$ cat src/rtl/traffic_pkg.sv
// traffic_pkg: state codes, state width and small helpers shared by the traffic-light controller.
// Latency: n/a (types and constant functions only).
// Backpressure: n/a.
package traffic_pkg;

  localparam int STATE_W = 2;

  // Code 2'b11 is deliberately unused; the FSM treats it as a fault and returns to green.
  typedef enum logic [STATE_W-1:0] {
    ST_GREEN  = 2'b00,
    ST_YELLOW = 2'b01,
    ST_RED    = 2'b10
  } state_t;

  // Lamp vector {green, yellow, red} for a state; an illegal code shows green so a lamp is always lit.
  function automatic logic [2:0] lamps_of(input state_t s);
    logic [2:0] l;
    l = 3'b100;
    case (s)
      ST_GREEN:  l = 3'b100;
      ST_YELLOW: l = 3'b010;
      ST_RED:    l = 3'b001;
      default:   l = 3'b100;
    endcase
    return l;
  endfunction

  // Largest of three phase lengths, used to size-check the timer.
  function automatic int max3(input int a, input int b, input int c);
    int m;
    m = a;
    if (b > m) m = b;
    if (c > m) m = c;
    return m;
  endfunction

endpackage

$ cat src/rtl/phase_timer.sv
// phase_timer: per-phase cycle counter with synchronous clear and saturation at a runtime limit.
// Latency: count visible one cycle after the edge that clears or advances it.
// Backpressure: none; the counter holds at lim and never wraps.
module phase_timer #(
  parameter int CNT_W = 8
) (
  input  logic             clk,
  input  logic             res,
  input  logic             clr,
  input  logic             en,
  input  logic [CNT_W-1:0] lim,
  output logic [CNT_W-1:0] cnt
);

  logic [CNT_W-1:0] cnt_q;
  logic [CNT_W-1:0] cnt_d;

  // Clear has priority; otherwise count up while below the limit and hold there.
  always_comb begin
    cnt_d = cnt_q;
    if (clr) begin
      cnt_d = '0;
    end else if (en && (cnt_q < lim)) begin
      cnt_d = cnt_q + CNT_W'(1);
    end
  end

  // Counter register with synchronous reset.
  always_ff @(posedge clk) begin
    if (res) begin
      cnt_q <= '0;
    end else begin
      cnt_q <= cnt_d;
    end
  end

  assign cnt = cnt_q;

endmodule

$ cat src/rtl/traffic_light_timed.sv
// traffic_light_timed: main-road light, GREEN (min GRN_MIN, until requested) -> YELLOW -> RED -> GREEN.
// Latency: lamps, STATE and TMR are registered; a request seen at the GREEN limit leaves GREEN on that edge.
// Backpressure: none; CAR (and PED when `PED_REQ_EN is defined) are sampled every cycle.
module traffic_light_timed
  import traffic_pkg::*;
#(
  parameter int GRN_MIN  = 8,
  parameter int YLW_TIME = 3,
  parameter int RED_TIME = 6,
  parameter int CNT_W    = 8
) (
  input  logic             clk,
  input  logic             res,
  input  logic             CAR,
`ifdef PED_REQ_EN
  input  logic             PED,
  output logic             WALK,
`endif
  output logic             GRN,
  output logic             YLW,
  output logic             RED,
  output logic [1:0]       STATE,
  output logic [CNT_W-1:0] TMR
);

  localparam int MAX_P = max3(GRN_MIN, YLW_TIME, RED_TIME);
  localparam logic [CNT_W-1:0] GRN_LIM = CNT_W'(GRN_MIN - 1);
  localparam logic [CNT_W-1:0] YLW_LIM = CNT_W'(YLW_TIME - 1);
  localparam logic [CNT_W-1:0] RED_LIM = CNT_W'(RED_TIME - 1);

  // Every phase needs at least one cycle and the timer must reach the longest phase limit.
  if ((GRN_MIN < 1) || (YLW_TIME < 1) || (RED_TIME < 1) || (CNT_W < 1) ||
      ((CNT_W < 31) && ((MAX_P - 1) >= (1 << CNT_W)))) begin : g_param_err
    $error("traffic_light_timed: bad parameters (phases must be >= 1, CNT_W must hold max phase - 1)");
  end

  state_t           state_q;
  state_t           state_d;
  logic             pend_q;
  logic             pend_d;
  logic             grn_q;
  logic             ylw_q;
  logic             red_q;
  logic [2:0]       lamps_d;
  logic             req;
  logic             go;
  logic             tmr_clr;
  logic [CNT_W-1:0] tmr_lim;
  logic [CNT_W-1:0] tmr;

`ifdef PED_REQ_EN
  assign req = CAR | PED;
`else
  assign req = CAR;
`endif

  // Next state, pending request and timer control; a state change always restarts the timer.
  always_comb begin
    state_d = state_q;
    go      = 1'b0;
    pend_d  = pend_q;
    tmr_lim = '0;
    case (state_q)
      ST_GREEN: begin
        tmr_lim = GRN_LIM;
        if ((tmr == GRN_LIM) && (req || pend_q)) begin
          go      = 1'b1;
          state_d = ST_YELLOW;
        end
        // A short request before the minimum green is latched; it is consumed on leaving GREEN.
        pend_d = go ? 1'b0 : (pend_q | req);
      end
      ST_YELLOW: begin
        tmr_lim = YLW_LIM;
        if (tmr == YLW_LIM) state_d = ST_RED;
      end
      ST_RED: begin
        tmr_lim = RED_LIM;
        if (tmr == RED_LIM) state_d = ST_GREEN;
      end
      default: begin
        state_d = ST_GREEN;
      end
    endcase
    tmr_clr = (state_d != state_q);
    lamps_d = lamps_of(state_d);
  end

  // FSM state, pending flag and lamp registers; lamps follow the state register one-for-one.
  always_ff @(posedge clk) begin
    if (res) begin
      state_q <= ST_GREEN;
      pend_q  <= 1'b0;
      grn_q   <= 1'b1;
      ylw_q   <= 1'b0;
      red_q   <= 1'b0;
    end else begin
      state_q <= state_d;
      pend_q  <= pend_d;
      grn_q   <= lamps_d[2];
      ylw_q   <= lamps_d[1];
      red_q   <= lamps_d[0];
    end
  end

  phase_timer #(
    .CNT_W (CNT_W)
  ) u_timer (
    .clk (clk),
    .res (res),
    .clr (tmr_clr),
    .en  (1'b1),
    .lim (tmr_lim),
    .cnt (tmr)
  );

`ifdef PED_REQ_EN
  logic ped_seen_q;
  logic ped_seen_d;
  logic walk_q;
  logic walk_d;
  logic walk_out_q;
  logic walk_out_d;

  // Track a pedestrian press within the current GREEN and carry it to RED as a walk grant.
  always_comb begin
    ped_seen_d = ped_seen_q;
    walk_d     = walk_q;
    if (state_q == ST_GREEN) begin
      ped_seen_d = go ? 1'b0 : (ped_seen_q | PED);
      if (go) walk_d = ped_seen_q | PED;
    end else if ((state_q == ST_RED) && (state_d != ST_RED)) begin
      walk_d = 1'b0;
    end
    walk_out_d = walk_d & (state_d == ST_RED);
  end

  // Walk flag and registered WALK lamp.
  always_ff @(posedge clk) begin
    if (res) begin
      ped_seen_q <= 1'b0;
      walk_q     <= 1'b0;
      walk_out_q <= 1'b0;
    end else begin
      ped_seen_q <= ped_seen_d;
      walk_q     <= walk_d;
      walk_out_q <= walk_out_d;
    end
  end

  assign WALK = walk_out_q;
`endif

  assign GRN   = grn_q;
  assign YLW   = ylw_q;
  assign RED   = red_q;
  assign STATE = state_q;
  assign TMR   = tmr;

endmodule

$ cat config.mk
export PLATFORM = sky130hd
export DESIGN_NAME = traffic_light_timed
export DESIGN_NICKNAME = d
export VERILOG_FILES = /design/src/rtl/traffic_pkg.sv /design/src/rtl/phase_timer.sv /design/src/rtl/traffic_light_timed.sv
export SDC_FILE = /design/constraint.sdc
export NUM_CORES = 1
export LEC_CHECK = 0
export BUFFER_PORTS_ARGS = -buffer_cell sky130_fd_sc_hd__buf_2
export CORE_MARGIN = 1.5
export CORE_UTILIZATION = 30
export CTS_CLUSTER_DIAMETER = 30
export DETAILED_ROUTE_END_ITERATION = 12
export GPL_ROUTABILITY_DRIVEN = 0
export HOLD_SLACK_MARGIN = 0.15
export PLACE_DENSITY = 0.55
export SETUP_SLACK_MARGIN = 0.1
export SYNTH_ARGS = -nofsm -noshare
export SYNTH_HDL_FRONTEND = slang
export SYNTH_SLANG_ARGS = --single-unit
$ cat constraint.sdc
create_clock -name clk -period 6 [get_ports clk]
set_clock_uncertainty 0.2 [all_clocks]
set_input_delay 1.5 -clock clk [delete_from_list [all_inputs] [get_ports clk]]
set_output_delay 1.5 -clock clk [all_outputs]
set_load 0.05 [all_outputs]
# [After elaboration in Yosys (flattened, before gate mapping)]
# Cells that the tools add are included.
[totals] latch_bits=0 elab_cells=30 output_inout_bits=13 mem_count=0 ram_bits=0 mem_bits_ro=0 register_bits=14 in_bits=3
[classes] n_reduce_logical=4 eq_ne=8 n_shift=0 n_div=0 n_mux=9 n_lt_le_gt_ge=1 mul=0 add_sub_neg=1 bitwise_logic=1
[ops] op="equality test 8 x 3 -> 1 bit (second input constant)" n=2
[ops] op="case mux 3 bit (3 select lines)" n=1
[ops] op="adder 8 x 1 -> 8 bit (second input constant)" n=1
[ops] op="equality test 8 x 2 -> 1 bit (second input constant)" n=1
[ops] op="less-than comparator 8 x 3 -> 1 bit" n=1
[ops] op="two-way mux 2 bit" n=3
[ops] op="case mux 2 bit (3 select lines)" n=1
[ops] op="case mux 3 bit (2 select lines)" n=1
[ops] op="equality test 2 x 1 -> 1 bit (second input constant)" n=2
[ops] op="equality test 2 bit (second input constant)" n=2
[ops] op="two-way mux 1 bit" n=3
[ops] op="zero test 2 bit" n=1
[ops] op="!= test 2 bit" n=1
[ops] op="OR reduction 2 bit" n=1
[ops] op="logical AND 1 bit" n=1
[ops] op="logical OR 1 bit" n=1
[ops] op="OR 1 bit" n=1

# [Logic depth before layout (Yosys ltp)]
# Gate-level depths: netlist of run 1.
[logic_depth] depth_word=6 depth_mapped=8 mapped_depth_nobuf=8

# [Modules after synthesis]
# Synthesis of run 1 repeated with hierarchy kept, for this count alone.
[unflattened] cells_unflattened=116 area_unflattened_um2=991.0
[by_module_without_submodules] mod="phase_timer" area_per_inst_um2=586.8 instances=1 cells_per_inst=68 seq_area_each_um2=160.2
[by_module_without_submodules] mod="traffic_light_timed" area_per_inst_um2=404.1 instances=1 cells_per_inst=48 seq_area_each_um2=120.1

# [Worst setup path after synthesis of run 1]
# No wires, ideal clock.
[synth_timing] kind="input -> register" start="in CAR" end="reg grn_q, in the netlist GRN" path_buffers=0 arrival_ns=2.779 required_ns=5.677 stages=5 setup_slack_ns=2.898 setup_time_ns=0.123 path_cell_list="or2_2 -> a41oi_1 -> or4_4 -> ha_1 -> or2_2"
[synth_between] elab_chain_len=6 word_cells_on_any_way=7 classes_between="eq/ne: 2; mux: 3; reduce/logical: 2"
[synth_rtl] element="start, declared" line_no="traffic_light_timed.sv:14" source="input logic CAR,"
[synth_rtl] element="logical OR 1 bit *" line_no="traffic_light_timed.sv:66" source="if ((tmr == GRN_LIM) && (req || pend_q)) begin"
[synth_rtl] element="logical AND 1 bit *" line_no="traffic_light_timed.sv:66"
[synth_rtl] element="two-way mux 2 bit *" line_no="traffic_light_timed.sv:66"
[synth_rtl] element="case mux 2 bit (3 select lines) *" line_no="traffic_light_timed.sv:63" source="case (state_q)"
[synth_rtl] element="equality test 2 bit or equality test 2 x 1 -> 1 bit (tied branches)" line_no="traffic_pkg.sv:19" source="case (s)"
[synth_rtl] element="case mux 3 bit (2 select lines) *" line_no="traffic_pkg.sv:19"
[synth_rtl] element="net lamps_d[2]" line_no="traffic_light_timed.sv:44" source="logic [2:0] lamps_d;"
[synth_rtl] element="end signal, assigned" line_no="traffic_light_timed.sv:100" source="grn_q <= lamps_d[2];"
[synth_rtl] element="end, declared" line_no="traffic_light_timed.sv:41" source="logic grn_q;"
# The timed path passes the listed nets; every way through them passes the cells marked *.
# A chain may end at the register's enable or synchronous reset.

# [Worst setup path after layout of run 1]
# Ends and elaborated chain as after synthesis.

==> results of run 1 <==
## registers in the layout, indices dropped and copies added (netlist names)
register and flops:
RED 1, STATE 2, pend_q 1, YLW 1, GRN 1, u_timer.cnt 8
## path summary, 6_finish.rpt
| check | from | cells after the start | slack [ps] | endpoint |
|---|---|---|---|---|
| setup / recovery | CAR | 6 | 3060 | GRN |
| hold / removal | u_timer.cnt[6] | 2 | 280 | u_timer.cnt[6] |
| setup reg to reg | u_timer.cnt[0] | 6 | 3680 | GRN |
| hold reg to reg | u_timer.cnt[6] | 2 | 280 | u_timer.cnt[6] |
## routing by layer
| layer | up-vias | share of wire | wire length (um) |
|---|---|---|---|
| li1 | 310 | - | - |
| met3 | 4 | 0.049 | 71 |
| met2 | 18 | 0.45 | 650 |
| met5 | - | 0 | 0 |
| met1 | 278 | 0.49 | 713 |
| met4 | 0 | 0.014 | 21 |
## worst min-delay path, cell delays in order (launching register included)
cell	delay (ps)
dfxtp_1	350
inv_1	60
nor2_1	40
## synthesized netlist by cell type
master | n | area [um2]
a21o_1 | 1 | 7.51
nor3_2 | 1 | 10.0
ha_1 | 7 | 87.6
a41oi_1 | 1 | 8.76
and4_1 | 1 | 8.76
nor3_1 | 1 | 5.00
nor2b_1 | 2 | 12.5
a311oi_1 | 2 | 17.5
o41ai_1 | 1 | 8.76
nor2_2 | 1 | 6.26
and3_1 | 1 | 6.26
a31o_1 | 1 | 8.76
dfxtp_1 | 14 | 280
nor2_1 | 6 | 22.5
nor4_4 | 1 | 21.3
inv_1 | 6 | 22.5
nand3b_1 | 1 | 7.51
o21ai_1 | 1 | 5.00
a21oi_1 | 6 | 30.0
clkbuf_1 | 2 | 7.51
a211oi_1 | 1 | 7.51
a31oi_1 | 2 | 12.5
nor4bb_1 | 2 | 20.0
or3_4 | 1 | 11.3
nand4_1 | 1 | 6.26
nand2_1 | 1 | 3.75
o21ai_2 | 1 | 8.76
or2_2 | 2 | 12.5
o21a_1 | 1 | 7.51
nand3_1 | 1 | 5.00
or4_4 | 1 | 11.3
and2_1 | 3 | 18.8
nand2b_1 | 1 | 6.26
## through the flow
step / area [um2] / setup WS [ps]
6_report: 855 / 3060
5_1_grt: 855 / 3000
4_1_cts: 855 / 3070
3_5_place_dp: 818 / 2750
3_3_place_gp: 818 / 2770
2_1_floorplan: 716 / 2900
## area by class of cell
cell class              instances  area (um2)
inverters                       6        22.5
multi-input cells              53         405
well taps                      28        35.0
fillers                       241        1380
clock buffers                   4        36.3
repair buffers                 15        75.1
flip-flops and latches         14         280
## layout by cell type, fill, tap and decap left out, types with 2 or more instances in the layout
master and count:
buf_2 15, dfxtp_1 14, ha_1 7, inv_1 6, nor2_1 6, a21oi_1 6, and2_1 3, clkbuf_4 3
a31oi_1 2, or2_2 2, nor4bb_1 2, a311oi_1 2, nor2b_1 2
## power breakdown
part           switching (W)  internal, W   total, W
clock network      0.0000350    0.0000369  0.0000719
logic              0.0000180   0.00000887  0.0000269
registers         0.00000388    0.0000959  0.0000998
total              0.0000569     0.000142   0.000199
## kinds of logic (layout without fill, tap and decap cells)
logic type,after synthesis,in the layout
compound gates,18,18
flops,14,14
buf+inv,8,25
fa+ha+maj,7,7
simple gates,28,28
==> qor.txt, run 1 <==
========================================================================================
Outcome                                                                     finished, final reports clean
Number of buffers inserted to repair setup after CTS                                   0
Share of cell area taken by muxes after synthesis                                      0
Xor and xnor fraction of the mapped netlist area                                       0
Data required time of the worst path                                             5990 ps
Final period utilization                                                           0.490
Actual transition at the worst max-transition pin                                 414 ps
Static Leakage                                                                  0.396 nW
Core Util, Final                                                                   0.383
Area of the mapped netlist                                                       716 um2
Clock Sink Count                                                                      14
Clk buf depth                                                                          2
Crit-path cells                                                             buf_2 -> or2_2 -> a41oi_1 -> or4_4 -> ha_1 -> or2_2
Family with the most delay on the worst path                                simple AND/OR/NAND/NOR gates
Flip-flop and latch count after synthesis                                             14
Power consumption                                                             0.000199 W
Data arrival time of the worst path                                              2930 ps
Grt total ovfl                                                                         0
DIE HEIGHT                                                                       51.8 um
Combinational family with the most area after synthesis                     simple AND/OR/NAND/NOR gates
Worst hold slack                                                                  279 ps
GR Util met1                                                                       0.157
Standard cell with the maximum stage delay on the critical path                    or4_4
TritonCTS clock tree                                                                 yes
Detail Route Antenna Nets                                                              0
Area fraction in and, or, nand and nor cells after synthesis                       0.273
Biggest cell delay along the critical path                                        560 ps
Yosys warnings                                                                         0
Max Fanout on Critical Path                                                            3
Number of search-and-repair iterations in the first detailed-routing pass              4
Sum Neg Setup Slack                                                                 0 ps
Number of global-route vias before repair                                            540
Post-Syn Nets                                                                         85
DRC viols                                                                              0
Number of buffer and inverter instances along the worst setup path                     1
Max-slew violations                                                                    0
Initial antenna violation count                                                        0
Via count                                                                            610
Detailed-route wire length                                                       1460 um
Initial core utilization                                                           0.320
Clock slew seen by the registers of the worst setup and hold paths                100 ps
PostCTS Resize Cnt                                                                     0
Adder and majority gate portion of the synthesized area                            0.122
Type of the tightest min-delay check                                        flop to flop
H-tree levels                                                                          1
Number of hold buffers added after CTS                                                 0
Growth of design area from synthesis to finish                                     19.4%
Mean post-synth cell area                                                       9.54 um2
DR WL/cell                                                                       12.2 um
Met3 usage                                                                        0.0374
Number of ports placed on the die boundary                                            16
Net count, final                                                                     103
HPWL after DPL                                                                   1090 um
Worst max-slew margin expressed relative to the limit                              0.722
Cell area power density                                                       232 nW/um2
IR drop worst, VDD                                                            0.000112 V
Pin count of the biggest net entering global routing                                  12
GRT Overall Usage                                                                  0.125
Endpoint class of the critical path                                                 flop
Placement row count                                                                   17
Setup repair after global routing missed its margin                                false
Area of the die                                                                 2690 um2
Number of max-capacitance violations reported                                          0
Number of standard cells in the layout, taps in and fillers out                      120
Proportion of synthesized chip area in sequential cells                            0.392
Count of mapped cells out of synthesis                                                75
Post-Place Cells                                                                     116
Std-Cell Core Area                                                              2230 um2
Clock latency on the worst-skew pair                                              290 ps
Final Hold Vio Count                                                                   0
Number of DRC markers after the initial detailed-route iteration                       9
Synth unique cells                                                                    33
Number of vias per cell after detailed routing                                      5.08
Clock period minus final worst setup slack                                       2940 ps
Clk root buf                                                                    clkbuf_4
Number of clock buffers inserted by TritonCTS                                          3
Fraction of final layout cells with drive strength greater than 1                  0.293
Number of buffers added on ports                                                      15
Critical path startpoint category                                           primary input
Compound-Gate Fraction of Synth Area                                               0.171
Wire length of the first global-routing pass                                     2430 um
Max Clk Rate                                                                   0.340 GHz
Number of setup violations in the final report                                         0
Peak-usage layer in the global routing report                                       met2
Category of the critical setup timing path                                  primary input to flop
Met2 global-route usage                                                            0.192
Most common cell type on the critical path                                         or2_2
Ant diodes                                                                             0
Die X-Extent                                                                     51.8 um
========================================================================================
No activity file was read; power rests on OpenSTA's default activity.
==> run 2: changes to the inputs <==
Settings changed: PLACE_DENSITY 0.55 to 0.57.
Clock period 6 ns to 2.35 ns, I/O delays scaled along.
==> run 2 against run 1 <==
Net effect: via count grew 2.5%; die area is the same; critical endpoint unchanged; first-iteration DRC count shrank 44%; global-route usage shrank 0.69 points; non-clock buffer count grew 2; worst hold slack lost 27 ps; total power grew to 2.5 times the previous value; clock power grew 140%; critical path depth is the same; worst setup slack lost 2900 ps; register-to-register slack lost 3500 ps.
==> qor.txt, run 2 (same netlist as run 1, synthesis figures left out) <==
========================================================================================
Critical path startpoint category                                                   flop
Via count                                                                            625
Number of setup violations in the final report                                         0
DR WL/cell                                                                       11.8 um
H-tree levels                                                                          1
Clock slew seen by the registers of the worst setup and hold paths                 90 ps
Growth of design area from synthesis to finish                                     24.5%
Net count, final                                                                     105
Number of clock buffers inserted by TritonCTS                                          3
Clock latency on the worst-skew pair                                              280 ps
Number of vias per cell after detailed routing                                      5.12
Static Leakage                                                                  0.409 nW
Crit-path cells                                                             inv_2 -> ha_2 -> and4_1 -> or4_4 -> ha_1 -> or2_2
Detailed-route wire length                                                       1440 um
Category of the critical setup timing path                                  flop to flop
Worst-case register-to-register setup slack                                       170 ps
Most common library cell in the layout ignoring fill and taps                      buf_2
Worst Hold Depth                                                                       2
TritonCTS clock tree                                                                 yes
Cell count along the critical path                                                     6
Number of search-and-repair iterations in the first detailed-routing pass              4
Number of standard cells in the layout, taps in and fillers out                      122
DIE HEIGHT                                                                       51.8 um
Number of global-route vias before repair                                            549
Family with the most delay on the worst path                                simple AND/OR/NAND/NOR gates
Pin count of the biggest net entering global routing                                  12
Number of buffers added on ports                                                      15
Standard cell with the maximum stage delay on the critical path                    or4_4
Biggest cell delay along the critical path                                        500 ps
Clock power frac                                                                   0.342
Std-Cell Core Area                                                              2230 um2
Initial core utilization                                                           0.320
Final Hold Vio Count                                                                   0
Endpoint class of the critical path                                                 flop
Crit path capture                                                                    GRN
Final period utilization                                                           0.929
Number of DRC markers after the initial detailed-route iteration                       5
Fraction of power consumed by combinational cells                                  0.146
Placement row count                                                                   17
Initial antenna violation count                                                        0
Design internal power                                                         0.000366 W
Number of max-capacitance violations reported                                          0
Clk root buf                                                                    clkbuf_4
Fraction of final layout cells with drive strength greater than 1                  0.436
IR drop worst, VDD                                                            0.000347 V
Post-Place Cells                                                                     117
Clock Sink Count                                                                      14
DRC viols                                                                              0
Data arrival time of the worst path                                              2160 ps
Worst reg2reg endpoint                                                               GRN
Number of ports placed on the die boundary                                            16
Clk buf depth                                                                          2
Grt total ovfl                                                                         0
Detail Route Antenna Nets                                                              0
HPWL after DPL                                                                   1030 um
Area of the die                                                                 2690 um2
R2R cell count                                                                         6
GRT Overall Usage                                                                  0.118
Setup repair after global routing missed its margin                                false
Crit Reg-Reg Startpoint                                                     u_timer.cnt[0]
Number of flip-flops under the largest register name                                   8
Cell area power density                                                       564 nW/um2
Net switching power figure                                                    0.000136 W
Most frequent cells in the layout                                           buf_2, dfxtp_2, a21oi_1, ha_1
Share of total power consumed by net switching                                     0.271
Clock period minus final worst setup slack                                       2180 ps
Worst hold slack                                                                  252 ps
Number of buffer and inverter instances along the worst setup path                     1
Type of the tightest min-delay check                                        flop to flop
Wire length of the first global-routing pass                                     2280 um
Data required time of the worst path                                             2320 ps
Worst max-slew margin expressed relative to the limit                              0.715
Max-slew violations                                                                    0
Die X-Extent                                                                     51.8 um
Setup crit start                                                            u_timer.cnt[0]
Outcome                                                                     finished, final reports clean
Sum Neg Setup Slack                                                                 0 ps
Max Fanout on Critical Path                                                            5
Actual transition at the worst max-transition pin                                 424 ps
Sequential group share of total power                                              0.512
Ant diodes                                                                             0
Max Clk Rate                                                                   0.458 GHz
========================================================================================
-- run 2: cell count changes in the layout (fill, tap and decap cells not counted), moves of 2 or more --
| cell | change |
|---|---|
| dfxtp_4 | +2 |
| dfxtp_2 | +7 |
| dfxtp_1 | -9 |
| buf_4 | +2 |
-- run 2: per-stage QoR --
step / cell area [um2] / worst slack (ps) / utilization / power (W)
floorplan: 732 / 113 / - / 0.000313
global placement: 842 / 34.5 / 0.377 / 0.000331
detailed placement: 842 / 22.2 / 0.377 / 0.000331
CTS: 878 / 140 / 0.393 / 0.000505
global route: 891 / 113 / 0.399 / 0.000527
finish: 891 / 167 / 0.399 / 0.000502
-- run 2: tightest hold or removal path, delay by kind of cell, from the launching register on --
kind                   cells  cell delay (ps)
buffers and inverters      1               50
and+or+nand+nor            1               30
DFF                        1              340
-- run 2: worst min-delay path by stage --
stage,startpoint,to,slack [ps]
2_1_floorplan,pend_q,pend_q,280
3_3_place_gp,u_timer.cnt[6],u_timer.cnt[6],240
6_report,u_timer.cnt[6],u_timer.cnt[6],250
3_5_place_dp,u_timer.cnt[6],u_timer.cnt[6],240
5_1_grt,u_timer.cnt[6],u_timer.cnt[6],290
4_1_cts,u_timer.cnt[6],u_timer.cnt[6],260
-- run 2: timing repair --
item,in CTS,in global routing
gates resized for setup,0,2
hold buffers,0,0
setup buffers,0,1
setup endpoints to repair,0,1
-- run 2: layout make-up --
class                      instances  area, um2
clock buffer                       4       36.3
inverter                           6       22.5
multi-input combinational         53        410
timing repair buffer              17       90.1
sequential                        14        297
tap                               28       35.0
fill                             244       1340
-- run 2: routing by layer --
layer,part of all wire,up-vias,track usage
met3,0.049,2,0.0345
met5,0,-,0
met2,0.47,13,0.184
li1,-,310,-
met4,0.012,0,0.0833
met1,0.47,300,0.138
-- run 2: power by group through the flow --
stage | logic (W) | clock network (W) | registers, W
finish | 0.0000735 | 0.000172 | 0.000257
floorplan | 0.0000308 | 0 | 0.000282
global route | 0.0000787 | 0.000189 | 0.000259
global placement | 0.0000692 | 0 | 0.000262
CTS | 0.0000699 | 0.000179 | 0.000256
detailed placement | 0.0000696 | 0 | 0.000262
==> run 3: changes to the inputs <==
Settings changed: CELL_PAD_IN_SITES_DETAIL_PLACEMENT set to 1, CELL_PAD_IN_SITES_GLOBAL_PLACEMENT set to 1, PLACE_DENSITY 0.57 to 0.68, SYNTH_HIERARCHICAL set to 1.
==> run 3 against run 2 <==
Net effect: combinational power rose by 23%; synthesized cell count rose by 55%; die area rose by 36%; worst hold slack improved by 71 ps; critical path type unchanged; synthesized area rose by 38%; critical path depth rose by 1; sequential share of layout area fell by 11 points; register-to-register slack got worse by 40 ps; largest cell class unchanged.
==> qor.txt, run 3 <==
========================================================================================
Pin count of the biggest net entering global routing                                  15
Cell type with the highest aggregate area in the netlist                         dfxtp_1
Library cell with the highest instance count after synthesis                     dfxtp_1
Final period utilization                                                           0.948
Data arrival time of the worst path                                              2240 ps
Number of DRC markers after the initial detailed-route iteration                      12
Core Util, Final                                                                   0.438
Met3 usage                                                                        0.0320
Top cells by instance count after synthesis                                 dfxtp_1, inv_1, ha_1, o21ai_0
Area of the die                                                                 3660 um2
Area of the mapped netlist                                                       991 um2
Fraction of post-synthesis cell area in the top cell type by area                  0.283
Synth unique cells                                                                    43
Number of clock buffers inserted by TritonCTS                                          3
Worst Hold Depth                                                                       2
H-tree levels                                                                          1
Number of search-and-repair iterations in the first detailed-routing pass              4
Clock latency on the worst-skew pair                                              280 ps
Number of vias per cell after detailed routing                                      5.19
Min-Delay Endpoint                                                                pend_q
Placed Area                                                                     1220 um2
Max Fanout on Critical Path                                                            6
Design area                                                                     1360 um2
Final Hold Vio Count                                                                   0
Mean post-synth cell area                                                       8.54 um2
Number of max-capacitance violations reported                                          0
Worst reg2reg endpoint                                                      u_timer/cnt[2]
Initial antenna violation count                                                        0
Crit Reg-Reg Startpoint                                                     u_timer/cnt[7]
Static Leakage                                                                  0.598 nW
Most frequent cells in the layout                                           buf_4, buf_2, inv_1
Wire length of the first global-routing pass                                     4490 um
Sum Neg Setup Slack                                                                 0 ps
Multi-input logic area                                                           718 um2
Area taken by flip-flops and latches                                             302 um2
Yosys warnings                                                                         6
Net count, final                                                                     167
Proportion of synthesized chip area in sequential cells                            0.283
Detailed-route wire length                                                       2920 um
Max-slew violations                                                                    0
Category of the critical setup timing path                                  flop to flop
Initial core utilization                                                           0.319
Async set-reset flop share out of synthesis                                            0
Flip-flop and latch count after synthesis                                             14
Number of flops mapped to enable cells by yosys                                        0
Number of setup violations in the final report                                         0
R2R cell count                                                                         7
Clock slew seen by the registers of the worst setup and hold paths                 90 ps
Data required time of the worst path                                             2370 ps
IR drop worst, VDD                                                            0.000271 V
GR Util met1                                                                       0.211
Post-Place Cells                                                                     186
Most common flop cell mapped by yosys                                            dfxtp_1
Met2 global-route usage                                                            0.292
Most common library cell in the layout ignoring fill and taps                      buf_4
TritonCTS clock tree                                                                 yes
Endpoint class of the critical path                                                 flop
Number of hold buffers added after CTS                                                 0
Grt total ovfl                                                                         0
GRT Overall Usage                                                                  0.165
Via count                                                                           1023
Setup repair after global routing missed its margin                                 true
DRC viols                                                                              0
Number of ports placed on the die boundary                                            16
Type of the tightest min-delay check                                        flop to flop
Clk buf depth                                                                          2
Number of buffers added on ports                                                      15
Clk root buf                                                                    clkbuf_4
Clock Sink Count                                                                      14
Filler cell count                                                                    396
Start point of the worst hold path                                                pend_q
Cell area power density                                                       378 nW/um2
Peak-usage layer in the global routing report                                       met2
Number of standard cells in the layout, taps in and fillers out                      197
Detail Route Antenna Nets                                                              0
HPWL after DPL                                                                   2030 um
Number of global-route vias before repair                                            993
Top post-synthesis cells by area                                            dfxtp_1, ha_1, inv_1, o21ai_0, or3_1
Power consumption                                                             0.000515 W
Clock period minus final worst setup slack                                       2230 ps
Count of mapped cells out of synthesis                                               116
Number of flip-flops under the largest register name                                   8
Placement row count                                                                   20
Outcome                                                                     finished, final reports clean
Worst-case register-to-register setup slack                                       120 ps
Growth of design area from synthesis to finish                                     37.2%
Max Clk Rate                                                                   0.449 GHz
DIE HEIGHT                                                                       60.5 um
Critical path startpoint category                                                   flop
Ant diodes                                                                             0
Die X-Extent                                                                     60.5 um
Std-Cell Core Area                                                              3100 um2
Fraction of final layout cells with drive strength greater than 1                  0.405
DR WL/cell                                                                       14.8 um
========================================================================================
run 3: repair_timing:
| item | CTS | global route |
|---|---|---|
| setup endpoints to repair | 3 | 7 |
| gates resized for setup | 0 | 11 |
| pin swaps | 2 | 7 |
| gates cloned | 0 | 1 |
| setup buffers | 3 | 3 |
run 3: where the power goes:
group | switching, W | leakage [nW] | internal (W)
sequential | 0.00000757 | 0.119 | 0.000237
clock | 0.0000858 | 0.0210 | 0.0000942
combinational | 0.0000564 | 0.459 | 0.0000339
run 3: routing by layer:
| layer | share of wire | vias up |
|---|---|---|
| li1 | - | 503 |
| met1 | 0.47 | 501 |
| met2 | 0.50 | 17 |
| met3 | 0.028 | 2 |
| met4 | 0.0041 | 0 |
| met5 | 0 | - |
run 3: critical path, cell delays in order (launching register included):
cell and delay [ps]:
dfxtp_4 380, ha_4 200, buf_4 150, a2111oi_4 370, o31ai_2 140, buf_4 180, or3_2 420, a21oi_2 120
run 3: layout make-up:
| class | instances | area share |
|---|---|---|
| clock buffer | 4 | 0.0267 |
| inverter | 11 | 0.0304 |
| multi-input combinational | 91 | 0.528 |
| tap | 44 | 0.0405 |
| sequential | 14 | 0.222 |
| timing repair buffer | 33 | 0.153 |
run 3: cells by family (layout without fill, tap and decap cells):
kind of cell             after synthesis  in the layout  share of synthesized area
adder cells (fa/ha/maj)               10             10                      0.126
AND/OR/NAND/NOR                       43             43                      0.264
flip-flops                            14             14                      0.283
other                                  2              6                    0.00758
XOR/XNOR                               1              1                    0.00884
AO/OA/AOI/OAI                         31             31                      0.245
buffers and inverters                 15             48                     0.0657
run 3: worst max-delay path by stage:
stage | startpoint | endpoint | slack (ps) | cells after the start
final | u_timer/cnt[7] | u_timer/cnt[2] | 120 | 7
after global routing | u_timer/cnt[5] | u_timer/cnt[2] | 70 | 7
after CTS | u_timer/cnt[7] | u_timer/cnt[2] | 100 | 7
after detailed placement | u_timer/cnt[6] | u_timer/cnt[2] | 80 | 7
after global placement | STATE[1] | u_timer/cnt[2] | 130 | 8
after floorplan | STATE[1] | u_timer/cnt[3] | 90 | 9
run 3: stage by stage:
step	hold slack, ps	setup WS (ps)
2_1_floorplan	286	90.7
3_3_place_gp	302	131
3_5_place_dp	318	84.3
4_1_cts	329	103
5_1_grt	372	69.2
6_report	323	123
